**src/rtl/truth_table_walker.sv**
```systemverilog
// Walks every input row of a small gate, checks its output against EXPECTED, reports pass/mask/first failing row.
// Optional build macro TRUTH_TABLE_WALKER_STOP_ON_FAIL_EN: end the walk at the first mismatching row.
module truth_table_walker #(
  parameter int                      N_INPUTS      = 2,
  parameter int                      SETTLE_CYCLES = 2,
  parameter logic [2**N_INPUTS-1:0]  EXPECTED      = 4'b0111
) (
  input  logic                     clk,
  input  logic                     rst_n,
  input  logic                     start,
  output logic [N_INPUTS-1:0]      stim,
  input  logic                     dut_out,
  output logic                     busy,
  output logic                     done,
  output logic                     pass,
  output logic [2**N_INPUTS-1:0]   mismatch_mask,
  output logic [N_INPUTS-1:0]      fail_index
);

  localparam int ROWS = 2**N_INPUTS;
  localparam int RW   = N_INPUTS + 1;
  localparam int CW   = $clog2(SETTLE_CYCLES) + 1;
  localparam logic [RW-1:0] ROW_LAST = RW'(ROWS - 1);
  localparam logic [CW-1:0] CNT_LAST = CW'(SETTLE_CYCLES - 1);

  if (N_INPUTS < 1 || N_INPUTS > 4) begin : g_bad_n_inputs
    $error("truth_table_walker: N_INPUTS must be in 1..4");
  end
  if (SETTLE_CYCLES < 1) begin : g_bad_settle
    $error("truth_table_walker: SETTLE_CYCLES must be at least 1");
  end

  // state  | meaning
  // IDLE   | waiting for start, stim held at 0, results held
  // SETTLE | current row driven, waiting SETTLE_CYCLES cycles
  // SAMPLE | compare dut_out with EXPECTED[row], advance or finish
  // DONE   | one-cycle done pulse, pass valid
  typedef enum logic [1:0] {IDLE, SETTLE, SAMPLE, DONE} state_t;

  state_t               state_q, state_d;
  logic [RW-1:0]        row_q, row_d;
  logic [CW-1:0]        cnt_q, cnt_d;
  logic [N_INPUTS-1:0]  stim_q, stim_d;
  logic                 busy_q, busy_d;
  logic                 done_q, done_d;
  logic                 pass_q, pass_d;
  logic [ROWS-1:0]      mask_q, mask_d;
  logic [N_INPUTS-1:0]  fail_q, fail_d;
  logic [N_INPUTS-1:0]  row_idx;
  logic                 miss;
  logic                 finish;

  always_comb begin
    state_d = state_q;
    row_d   = row_q;
    cnt_d   = cnt_q;
    stim_d  = stim_q;
    busy_d  = busy_q;
    done_d  = 1'b0;
    pass_d  = pass_q;
    mask_d  = mask_q;
    fail_d  = fail_q;
    row_idx = row_q[N_INPUTS-1:0];
    miss    = (dut_out != EXPECTED[row_idx]);
    finish  = 1'b0;

    case (state_q)
      IDLE: begin
        stim_d = '0;
        if (start) begin
          state_d = SETTLE;
          row_d   = '0;
          cnt_d   = '0;
          busy_d  = 1'b1;
          pass_d  = 1'b0;
          mask_d  = '0;
          fail_d  = '0;
        end
      end
      SETTLE: begin
        cnt_d = cnt_q + CW'(1);
        if (cnt_q == CNT_LAST) state_d = SAMPLE;
      end
      SAMPLE: begin
        mask_d[row_idx] = miss;
        // mask_q is still empty only until the first mismatch of this walk
        if (miss && (mask_q == '0)) fail_d = row_idx;
`ifdef TRUTH_TABLE_WALKER_STOP_ON_FAIL_EN
        finish = (row_q == ROW_LAST) || miss;
`else
        finish = (row_q == ROW_LAST);
`endif
        if (finish) begin
          state_d = DONE;
          done_d  = 1'b1;
          busy_d  = 1'b0;
          pass_d  = (mask_d == '0);
        end else begin
          state_d = SETTLE;
          row_d   = row_q + RW'(1);
          stim_d  = row_d[N_INPUTS-1:0];
          cnt_d   = '0;
        end
      end
      DONE: begin
        state_d = IDLE;
        stim_d  = '0;
      end
      default: state_d = IDLE;
    endcase
  end

  always_ff @(posedge clk or negedge rst_n) begin
    if (!rst_n) begin
      state_q <= IDLE;
      row_q   <= '0;
      cnt_q   <= '0;
      stim_q  <= '0;
      busy_q  <= 1'b0;
      done_q  <= 1'b0;
      pass_q  <= 1'b0;
      mask_q  <= '0;
      fail_q  <= '0;
    end else begin
      state_q <= state_d;
      row_q   <= row_d;
      cnt_q   <= cnt_d;
      stim_q  <= stim_d;
      busy_q  <= busy_d;
      done_q  <= done_d;
      pass_q  <= pass_d;
      mask_q  <= mask_d;
      fail_q  <= fail_d;
    end
  end

  assign stim          = stim_q;
  assign busy          = busy_q;
  assign done          = done_q;
  assign pass          = pass_q;
  assign mismatch_mask = mask_q;
  assign fail_index    = fail_q;

endmodule

```
**config.mk**
```make
export PLATFORM = sky130hd
export DESIGN_NAME = truth_table_walker
export DESIGN_NICKNAME = d
export VERILOG_FILES = /design/src/rtl/truth_table_walker.sv
export SDC_FILE = /design/constraint.sdc
export NUM_CORES = 1
export LEC_CHECK = 0
export ABC_AREA = 1
export CAP_MARGIN = 20
export CORE_AREA = 2 2 51 53
export DETAILED_ROUTE_END_ITERATION = 8
export DIE_AREA = 0 0 53 55
export PLACE_DENSITY_LB_ADDON = 0.1
export SLEW_MARGIN = 20
export SYNTH_ARGS = -nofsm -noshare
export SYNTH_HDL_FRONTEND = slang
export SYNTH_SLANG_ARGS = --single-unit
export TNS_END_PERCENT = 20
```
**constraint.sdc**
```tcl
create_clock -name clk -period 1.5 [get_ports clk]
set_input_delay 0.45 -clock clk [delete_from_list [all_inputs] [get_ports clk]]
set_output_delay 0.45 -clock clk [all_outputs]
set_load 0.02 [all_outputs]
```
==> results.ini <==
[synthesis]
syn_nets=139
synthCells=124
ys_top_cells_by_count=nand2_1, inv_1, dfrtp_1
synth_edf_count=0
ys_types=22
ys.flop_type=dfrtp_1
synth_top_cell_by_area=dfrtp_1
synth_warnings=0
post-synth-top-count-cell=nand2_1
async_reset_ff_frac=1.00
syn_area_um2=1060
yosysTopAreaCellShare=0.427
synthTopCellsByArea=dfrtp_1, ha_1, nand2_1, inv_1, nor2_4
ys_seq_area_frac=0.427
synth-seq-cells=18
syn_avg_cell_area_um2=8.52

[sta]
max_freq_mhz=695
finalHoldViolations=0
final.min_clock_period_ns=1.44
grt_setup_unrepaired=true
slew_viol_final=0
finClkSkew_ns=0.00533
min_period_over_period=0.959
max_slew_margin=0.844
tightest_slew_ns=0.235
tns_ns=0
finalSetupViolCount=0

[routing]
wl_um=2100
first_pass_iters=3
num_vias=867
drt_iter0_drc=8
ant_nets=0
drc=0
wl_per_cell_um=11.4
vias_per_cell=4.71

[worst_hold_path]
hp-class=reg -> reg
hp-start=busy

[placed_design]
place_congestion=0.746
placed_area_um2=1310
io_buffers=14
dp_hpwl_um=1610

[grt]
grt_pass1_vias=837
overflow=0
grt_pass1_wl_um=3420
antenna_found_initial=0
grt_max_degree=19
grtUsageTotal=0.167

[final_layout]
nets=170
stdcell_area_um2=1400
area_delta_synth_final_pct=32.6
drive_gt1_frac=0.305
num_antenna_cells=0

[clock_tree]
cts.htree.levels=1
cts.path.max_buffers=2
clockRootBuffer=clkbuf_4
clk_latency_ns=0.29
cts_hold_buf=0
clock-sinks=18
clk_pin_slew_worst_paths_ns=0.10
cts_tree=built
cts_made_buffers=3

[floorplanning]
dieArea_um2=2920
core_um2=2360
die-height_um=55
start_util=0.447
fp.dieW_um=53
core.rowCount=18
ios=15

[critical_path]
crit_buf_inv=1
end_kind=output pin
startpoint=busy
crit_chain=dlygate4sd2_1
reg2reg_from=row_q[1]
startpoint_type=flip-flop
worst-path-max-fanout=2
slowest_stage=dfrtp_1
cp_data_arrival_time_ns=0.99
cp_data_required_time_ns=1.05
crit_family=flip-flops
crit_type=reg -> out
max_stage_delay_ns=0.39

[job]
drv_cap=0

[outcome]
status=finished clean

[power_and_ir_drop]
powerDensity_nw_per_um2=1920
p_leak_nw=0.709
ir_worst_vdd_uv=1310

==> per-layer routing <==
layer  track usage  wire length [µm]
met2         0.304              1080
met4        0.0897                34
met5             0                 0
met3        0.0242                60
met1         0.188               922
==> stage by stage <==
| stage | power (mW) | cells | worst slack [ns] | util | hold WS (ns) |
|---|---|---|---|---|---|
| finish | 2.69 | 184 | 0.0616 | 0.592 | 0.474 |
| global route | 2.95 | 184 | -0.0231 | 0.592 | 0.475 |
| CTS | 2.56 | 182 | -0.00664 | 0.561 | 0.480 |
| detailed placement | 2.30 | 178 | -0.198 | 0.552 | 0.458 |
| global placement | 2.26 | 178 | -0.136 | 0.552 | 0.461 |
| floorplan | 1.79 | 124 | 0.0137 | - | 0.154 |
==> area by class of cell <==
cell class	count	area (µm²)
inverter	24	90.1
fill	223	965
multi-input combinational	81	551
sequential	18	450
clock buffer	4	36.3
timing repair buffer	27	235
tap	30	37.5
==> where the power goes <==
group | switching (mW) | internal (mW)
Combinational | 0.939 | 0.720
Clock | 0.150 | 0.148
Sequential | 0.0994 | 0.635
Total | 1.19 | 1.50
==> cell families after synthesis <==
kind of cell               after synthesis  share of synthesized area
DFF                                     18                      0.427
AOI/OAI and AO/OA                       18                     0.0948
and+or+nand+nor                         52                      0.252
adders and majority gates               11                      0.130
buffers and inverters                   25                     0.0960
==> state kept, by name, summed over array words and instances, names as in the netlist <==
signal         cells
state_q            2
cnt_q              2
busy               1
fail_index         2
done               1
pass               1
stim               2
mismatch_mask      4
row_q              3
==> placed cells by master, fill, tap and decap left out, types with 4 or more instances in the layout <==
| master | netlist | routed |
|---|---|---|
| buf_4 | 0 | 12 |
| clkdlybuf4s15_1 | 0 | 6 |
| dfrtp_1 | 18 | 18 |
| dlygate4sd2_1 | 0 | 5 |
| ha_1 | 11 | 5 |
| ha_2 | 0 | 4 |
| inv_1 | 20 | 17 |
| inv_2 | 4 | 7 |
| nand2_1 | 27 | 25 |
| nand3_1 | 5 | 5 |
| o21ai_0 | 4 | 4 |
| o21ai_1 | 5 | 4 |
| o22ai_1 | 5 | 5 |
==> worst paths after layout <==
| path | end | slack, ns | depth (start not counted) |
|---|---|---|---|
| setup / recovery | busy | 0.06 | 1 |
| hold / removal | busy | 0.47 | 2 |
| setup reg to reg | cnt_q[0] | 0.08 | 7 |
| hold reg to reg | busy | 0.47 | 2 |
| max in group asynchronous | fail_index[0] | 0.82 | 2 |
| min in group asynchronous | mismatch_mask[1] | 0.48 | 2 |
==> repair_timing <==
item,4_1_cts,5_1_grt
gates resized for setup,11,22
setup buffers,0,2
cloned,0,0
pin swaps,0,4
setup endpoints to repair,12,22
hold endpoints to repair,0,0
(Power assumes the default switching activity.)
